**config.mk**
```make
export PLATFORM = sky130hd
export DESIGN_NAME = alu_hs_multicycle
export DESIGN_NICKNAME = d
export VERILOG_FILES = /design/src/rtl/alu_pkg.sv /design/src/rtl/alu_div_iter.sv /design/src/rtl/alu_hs_multicycle.sv
export SDC_FILE = /design/constraint.sdc
export NUM_CORES = 1
export LEC_CHECK = 0
export ABC_AREA = 1
export CORE_UTILIZATION = 50
export CTS_BUF_LIST = sky130_fd_sc_hd__clkbuf_8
export DETAILED_ROUTE_END_ITERATION = 10
export PLACE_DENSITY = 0.76
export SLEW_MARGIN = 20
export SYNTH_ARGS = -nofsm -noshare
export SYNTH_HDL_FRONTEND = slang
export SYNTH_SLANG_ARGS = --single-unit
```
**constraint.sdc**
```tcl
create_clock -name CLK -period 3.91 [get_ports CLK]
set_clock_uncertainty 0.2 [all_clocks]
set_input_delay 0.782 -clock CLK [delete_from_list [all_inputs] [get_ports CLK]]
set_output_delay 0.782 -clock CLK [all_outputs]
set_load 0.02 [all_outputs]
```
**src/rtl/alu_pkg.sv**
```systemverilog
// Shared definitions for the handshaked multi-cycle ALU: opcodes, FSM encoding,
// flag bit positions and the divider sign fix-up record.
package alu_pkg;

  localparam logic [3:0] OP_ADD  = 4'h0;
  localparam logic [3:0] OP_SUB  = 4'h1;
  localparam logic [3:0] OP_MUL  = 4'h2;
  localparam logic [3:0] OP_DIV  = 4'h3;
  localparam logic [3:0] OP_AND  = 4'h4;
  localparam logic [3:0] OP_OR   = 4'h5;
  localparam logic [3:0] OP_NAND = 4'h6;
  localparam logic [3:0] OP_NOR  = 4'h7;
  localparam logic [3:0] OP_XOR  = 4'h8;
  localparam logic [3:0] OP_XNOR = 4'h9;
  localparam logic [3:0] OP_EQ   = 4'hA;
  localparam logic [3:0] OP_GT   = 4'hB;
  localparam logic [3:0] OP_LT   = 4'hC;
  localparam logic [3:0] OP_SRL  = 4'hD;
  localparam logic [3:0] OP_SLL  = 4'hE;
  localparam logic [3:0] OP_SRA  = 4'hF;

  localparam logic [1:0] ST_IDLE = 2'd0;
  localparam logic [1:0] ST_DIV  = 2'd1;
  localparam logic [1:0] ST_DONE = 2'd2;

  localparam int FLG_Z  = 0;
  localparam int FLG_C  = 1;
  localparam int FLG_V  = 2;
  localparam int FLG_DZ = 3;

  // Sign information kept while the unsigned divider core iterates.
  typedef struct packed {
    logic sgn;
    logic q_neg;
    logic r_neg;
  } div_fix_t;

endpackage

```
**src/rtl/alu_div_iter.sv**
```systemverilog
// Unsigned restoring divider: one quotient bit per cycle for W cycles. The final
// step's quotient/remainder are presented combinationally while done is high.
module alu_div_iter #(
  parameter int W = 8
) (
  input  logic         CLK,
  input  logic         RST,
  input  logic         start,
  input  logic [W-1:0] dividend,
  input  logic [W-1:0] divisor,
  output logic         busy,
  output logic         done,
  output logic [W-1:0] quotient,
  output logic [W-1:0] remainder
);

  localparam int CW = $clog2(W);

  logic [W-1:0]  rem_q, quo_q, dvs_q;
  logic [CW-1:0] cnt_q;
  logic          busy_q;
  logic [W:0]    partial, diff;
  logic          fits;

  // NOTE: every signal written here gets a value on every path, so no latch is inferred.
  always_comb begin
    partial   = {rem_q, quo_q[W-1]};
    diff      = partial - {1'b0, dvs_q};
    fits      = ~diff[W];
    remainder = fits ? diff[W-1:0] : partial[W-1:0];
    quotient  = {quo_q[W-2:0], fits};
  end

  assign busy = busy_q;
  assign done = busy_q && (cnt_q == CW'(W - 1));

  // NOTE: state registers use non-blocking assignments so all updates see pre-edge values.
  always_ff @(posedge CLK or negedge RST) begin
    if (!RST) begin
      rem_q  <= '0;
      quo_q  <= '0;
      dvs_q  <= '0;
      cnt_q  <= '0;
      busy_q <= 1'b0;
    end else if (start) begin
      rem_q  <= '0;
      quo_q  <= dividend;
      dvs_q  <= divisor;
      cnt_q  <= '0;
      busy_q <= 1'b1;
    end else if (busy_q) begin
      rem_q <= remainder;
      quo_q <= quotient;
      cnt_q <= cnt_q + CW'(1);
      if (done) busy_q <= 1'b0;
    end
  end

endmodule

```
**src/rtl/alu_hs_multicycle.sv**
```systemverilog
// Handshaked ALU with signed mode, flags and an iterative divider; single-cycle ops
// are registered at acceptance, division results when the divider finishes.
module alu_hs_multicycle
  import alu_pkg::*;
#(
  parameter int W    = 8,
  parameter int SH_W = $clog2(W)
) (
  input  logic           CLK,
  input  logic           RST,
  input  logic [W-1:0]   A,
  input  logic [W-1:0]   B,
  input  logic [3:0]     ALU_FUN,
  input  logic           SIGNED_MD,
  input  logic           IN_VALID,
  output logic           IN_READY,
  output logic [2*W-1:0] ALU_OUT,
  output logic [3:0]     FLAGS,
  output logic           OUT_VALID,
  input  logic           OUT_READY
);

  logic [1:0]     state_q;
  logic [2*W-1:0] alu_out_q;
  logic [3:0]     flags_q;
  div_fix_t       fix_q, fix_n;

  logic           accept, is_div, div_busy, div_done, div_v;
  logic [W-1:0]   a_mag, b_mag, add_lo, q_mag, r_mag, q_fix, r_fix;
  logic [2*W-1:0] a_ext, b_ext, res;
  logic [3:0]     flg, div_flg;
  logic [SH_W-1:0] sh;

  assign IN_READY  = (state_q == ST_IDLE) && !div_busy;
  assign OUT_VALID = (state_q == ST_DONE);
  assign ALU_OUT   = alu_out_q;
  assign FLAGS     = flags_q;

  assign accept = IN_VALID && IN_READY;
  assign is_div = (ALU_FUN == OP_DIV) && (B != '0);
  assign sh     = B[SH_W-1:0];
  assign a_ext  = SIGNED_MD ? {{W{A[W-1]}}, A} : {{W{1'b0}}, A};
  assign b_ext  = SIGNED_MD ? {{W{B[W-1]}}, B} : {{W{1'b0}}, B};
  assign a_mag  = (SIGNED_MD && A[W-1]) ? -A : A;
  assign b_mag  = (SIGNED_MD && B[W-1]) ? -B : B;
  assign add_lo = A + B;

  always_comb begin
    fix_n.sgn   = SIGNED_MD;
    fix_n.q_neg = SIGNED_MD && (A[W-1] ^ B[W-1]);
    fix_n.r_neg = SIGNED_MD && A[W-1];
  end

  // Single-cycle datapath; the extended operands give exact 2W add/sub/mul/compare.
  always_comb begin
    res = '0;
    flg = '0;
    case (ALU_FUN)
      OP_ADD: begin
        res        = a_ext + b_ext;
        flg[FLG_C] = add_lo < A;
        flg[FLG_V] = SIGNED_MD && (res[W] ^ res[W-1]);
      end
      OP_SUB: begin
        res        = a_ext - b_ext;
        flg[FLG_C] = A < B;
        flg[FLG_V] = SIGNED_MD && (res[W] ^ res[W-1]);
      end
      OP_MUL:  res = a_ext * b_ext;
      OP_DIV:  flg[FLG_DZ] = 1'b1;
      OP_AND:  res[W-1:0] = A & B;
      OP_OR:   res[W-1:0] = A | B;
      OP_NAND: res[W-1:0] = ~(A & B);
      OP_NOR:  res[W-1:0] = ~(A | B);
      OP_XOR:  res[W-1:0] = A ^ B;
      OP_XNOR: res[W-1:0] = ~(A ^ B);
      OP_EQ:   res[1:0] = (A == B) ? 2'd1 : 2'd0;
      OP_GT:   res[1:0] = ($signed(a_ext) > $signed(b_ext)) ? 2'd2 : 2'd0;
      OP_LT:   res[1:0] = ($signed(a_ext) < $signed(b_ext)) ? 2'd3 : 2'd0;
      OP_SRL:  res[W-1:0] = A >> sh;
      OP_SLL:  res = {{W{1'b0}}, A} << sh;
      OP_SRA:  res[W-1:0] = $signed(A) >>> sh;
      default: res = '0;
    endcase
    flg[FLG_Z] = (res == '0);
  end

  alu_div_iter #(.W(W)) u_div (
    .CLK       (CLK),
    .RST       (RST),
    .start     (accept && is_div),
    .dividend  (a_mag),
    .divisor   (b_mag),
    .busy      (div_busy),
    .done      (div_done),
    .quotient  (q_mag),
    .remainder (r_mag)
  );

  // Only -2^(W-1) / -1 yields a non-negated quotient magnitude with the top bit set.
  assign q_fix = fix_q.q_neg ? -q_mag : q_mag;
  assign r_fix = fix_q.r_neg ? -r_mag : r_mag;
  assign div_v = fix_q.sgn && !fix_q.q_neg && q_mag[W-1];

  always_comb begin
    div_flg         = '0;
    div_flg[FLG_V]  = div_v;
    div_flg[FLG_Z]  = ({r_fix, q_fix} == '0);
  end

  always_ff @(posedge CLK or negedge RST) begin
    if (!RST) begin
      state_q   <= ST_IDLE;
      alu_out_q <= '0;
      flags_q   <= '0;
      fix_q     <= '0;
    end else begin
      case (state_q)
        ST_IDLE: if (accept) begin
          fix_q <= fix_n;
          if (is_div) begin
            state_q <= ST_DIV;
          end else begin
            alu_out_q <= res;
            flags_q   <= flg;
            state_q   <= ST_DONE;
          end
        end
        ST_DIV: if (div_done) begin
          alu_out_q <= {r_fix, q_fix};
          flags_q   <= div_flg;
          state_q   <= ST_DONE;
        end
        ST_DONE: if (OUT_READY) state_q <= ST_IDLE;
        default: state_q <= ST_IDLE;
      endcase
    end
  end

endmodule

```
==> impl_results.md <==
* Synth Warn # at 0
* Initial drt markers at 939
* Via count at 11600
* Placement Rows at 51
* CP Capture Type: flop
* Met2 Track Usage GR at 64.7%
* Share of cells above drive strength 1 at 31.5%
* Comb pwr share at 86.4%
* Post-place setup slack at -2.84 ns
* Area of the multi-input gates at 8300 um^2
* Vias per std cell at 5.57
* CP Class: in2reg
* Total CTS buffers at 5
* Int Power at 4.49 mW
* Nets at 2022
* Reg power frac at 10.2%
* Synth Area in Compound Gates at 13.0%
* Simple-gate portion of the synthesized area at 29.9%
* Reg clk slew, reported paths at 0.11 ns
* Largest net degree at the start of global routing at 29
* Flop2flop setup slack at 0.07 ns
* RD Place Congestion at 1.01
* Critical path data arrival time at 6.12 ns
* GRT met3 Usage at 5.67%
* Antenna violations before repair at 0
* Clock tree buffer depth at 2
* Clock Root Buffer: clkbuf_8
* Total congestion overflow at 0
* Post-synthesis async set-or-reset flop share at 100%
* Layout Cells excl Fill at 2087
* Clock sinks at 53
* Status: finished with violations
* Dpl cells at 2016
* DR WL/cell at 18.9 um
* Worst-Margin Slew at 0.776 ns
* Worst-path fanout max at 6
* Hold crit path type: in2async
* Chip width at 143 um
* Die height at 143 um
* Core area at 19500 um^2
* Seq/Total Area, Yosys at 13.4%
* Port Buffers at 46
* Synth-to-layout area growth at 43.4%
* Initial DRT Pass Iterations at 7
* Cell Pwr Density at 694 nW/um^2
* Synth cell types at 52
* FMAX at 0.165 GHz
* Global-route wire length before repair at 59700 um
* DR DRC count at 0
* Synth Instances at 1510
* Vias in the first global route at 11200
* Slew Viols, Final at 0
* GRT Resource Usage Total at 38.8%
* Top FF cell, synth: dfrtp_1
* Ports at 47
* Number of synthesized flops with an enable pin at 0
* Worst-Skew Late Latency at 0.33 ns
* H-tree lvl count at 2
* Initial Util at 50.9%
* Largest family of logic cells by synthesized area: simple AND/OR/NAND/NOR gates
* Fin. Hold Viols at 0
* Met1 Resource Use GR at 50.1%
* Die area at 20400 um^2
* Synth Area in XOR/XNOR at 1.95%
* Final core utilization at 72.9%
* Post-synthesis mux area share at 0.101%
* Worst setup SP type: input port
* CTS tree: yes
* Area share of fa/ha/maj cells after synthesis at 28.3%
* Worst EP required at 3.98 ns
* Mapped Area at 9900 um^2
* Leak Pwr at 7.33 nW
* Failing checks: setup timing
* GRT Max-Usage Layer: met2
* Max-cap violations at 0
* Overall power at 9.85 mW
* Sw Share at 54.4%
* Yosys reg bits at 53
* Mapped Nets at 1712
* Final WL at 39400 um
* Fin crit share at 155%
* NetSw at 5.36 mW
* Sequential cell area at 1330 um^2
* Fillers at 1516
* Final worst slack at -2.14 ns
* Final min period at 6.05 ns
* DP HPWL at 30800 um
* Post-route ant nets at 0
* Syn Area/Cell at 6.56 um^2
* Slew Limit Headroom at 48.1%
* Count of final setup violators at 14
* Clk pwr share at 3.5%
* RSZ-0062 raised after global routing: true
* Maximum vdd ir drop at 0.00100 V
==> path summary, 6_finish.rpt <==
path / startpoint / endpoint / cells past startpoint
worst max-delay path: SIGNED_MD / FLAGS[0] / 25
max in group asynchronous: RST / ALU_OUT[4] / 2
worst max register to register: u_div.quo_q[7] / FLAGS[0] / 26
worst min-delay path: RST / u_div.rem_q[0] / 1
worst min register to register: ALU_OUT[15] / ALU_OUT[15] / 2
min in group CLK: ALU_OUT[15] / ALU_OUT[15] / 2
==> area by class of cell <==
| type | count | share of cell area (%) |
|---|---|---|
| inverters | 304 | 8.11 |
| diodes | 1 | 0.0176 |
| multi-input cells | 1111 | 58.5 |
| well taps | 265 | 2.34 |
| flip-flops and latches | 53 | 9.34 |
| repair buffers | 345 | 21.1 |
| clock buffers | 5 | 0.485 |
| clock inverters | 3 | 0.176 |
==> registers in the layout (all words and copies together) (netlist names) <==
name         cells
u_div.rem_q      8
u_div.dvs_q      8
fix_q            3
u_div.quo_q      8
ALU_OUT         16
state_q          2
u_div.cnt_q      3
u_div.busy       1
FLAGS            4
==> worst max-delay path: stages <==
cell	delay [ns]
buf_8	0.11
buf_6	0.12
nand2_8	0.09
nor2_4	0.04
fa_1	0.59
inv_2	0.08
buf_6	0.12
fa_1	0.51
fa_1	0.45
fa_2	0.57
fa_1	0.44
fa_1	0.56
inv_2	0.05
ha_4	0.27
nand2_1	0.08
nand2_2	0.08
a31oi_1	0.13
nand3_1	0.17
nor2_1	0.15
nor2_1	0.06
a21oi_2	0.17
nand4_1	0.11
nor2_1	0.11
nand3_1	0.11
a21oi_2	0.15
==> cells in the final DEF (no fill, tap or decap), types with 8 or more instances in the layout <==
master,count
nand3b_1,9
ha_1,66
inv_2,47
o21ai_0,76
ha_4,29
nor2_4,14
nand3_1,61
buf_6,43
nand2_1,353
o21ai_2,13
buf_4,249
nor2_2,16
o21ai_1,18
dfrtp_1,53
nor2_1,107
nand2_4,18
a21oi_1,38
buf_12,9
o22ai_1,15
nand2_2,33
inv_1,252
nand4_1,24
nor3_1,13
o211ai_1,10
a21oi_2,12
fa_2,11
nand3_2,10
buf_8,8
xor2_1,21
clkdlybuf4s50_1,28
fa_1,67
==> synthesized netlist by cell type (21+ instances only) <==
library cell / n / area, um^2
nand2_1: 390 / 1460
inv_1: 296 / 1110
nor2_1: 134 / 503
o21ai_0: 102 / 510
ha_1: 99 / 1240
fa_1: 78 / 1560
nand3_1: 73 / 365
a21oi_1: 53 / 265
dfrtp_1: 53 / 1330
clkbuf_1: 24 / 90.1
nand4_1: 24 / 150
xor2_1: 21 / 184
==> stage by stage <==
step	instance area (um^2)	TNS [ns]	hold WS, ns
2_1_floorplan	10300	-16.41	0.249
3_3_place_gp	12600	-33.91	0.264
3_5_place_dp	12600	-34.63	0.266
4_1_cts	13600	-19.60	0.266
5_1_grt	14200	-21.72	0.290
6_report	14200	-19.77	0.249
==> power by group through the flow <==
stage	sequential (mW)	clock, mW	combinational (mW)
floorplan	1.04	0	4.84
global placement	0.996	0	6.89
detailed placement	1.01	0	7.05
CTS	0.997	0.339	7.78
global route	1.04	0.364	9.32
finish	1.00	0.341	8.50
==> kinds of logic after synthesis <==
group / Yosys count
AOI/OAI and AO/OA: 224
xor gates and xnor gates: 22
adders and majority gates: 177
buffers and inverters: 346
DFF: 53
muxes: 1
and+or+nand+nor: 687
==> what timing repair did <==
action	CTS	global route
hold buffers	0	0
cloned	1	0
resized for setup	242	120
pin swaps	116	89
endpoints found under the setup margin	19	17
buffers inserted	42	28
==> per-layer routing <==
metal,wire length [um],vias up,share of wire (%)
li1,-,5381,-
met4,1840,0,4.7
met2,18500,514,47
met3,3090,130,7.8
met5,0,-,0
met1,16000,5609,41
No activity file was read; power rests on OpenSTA's default activity.
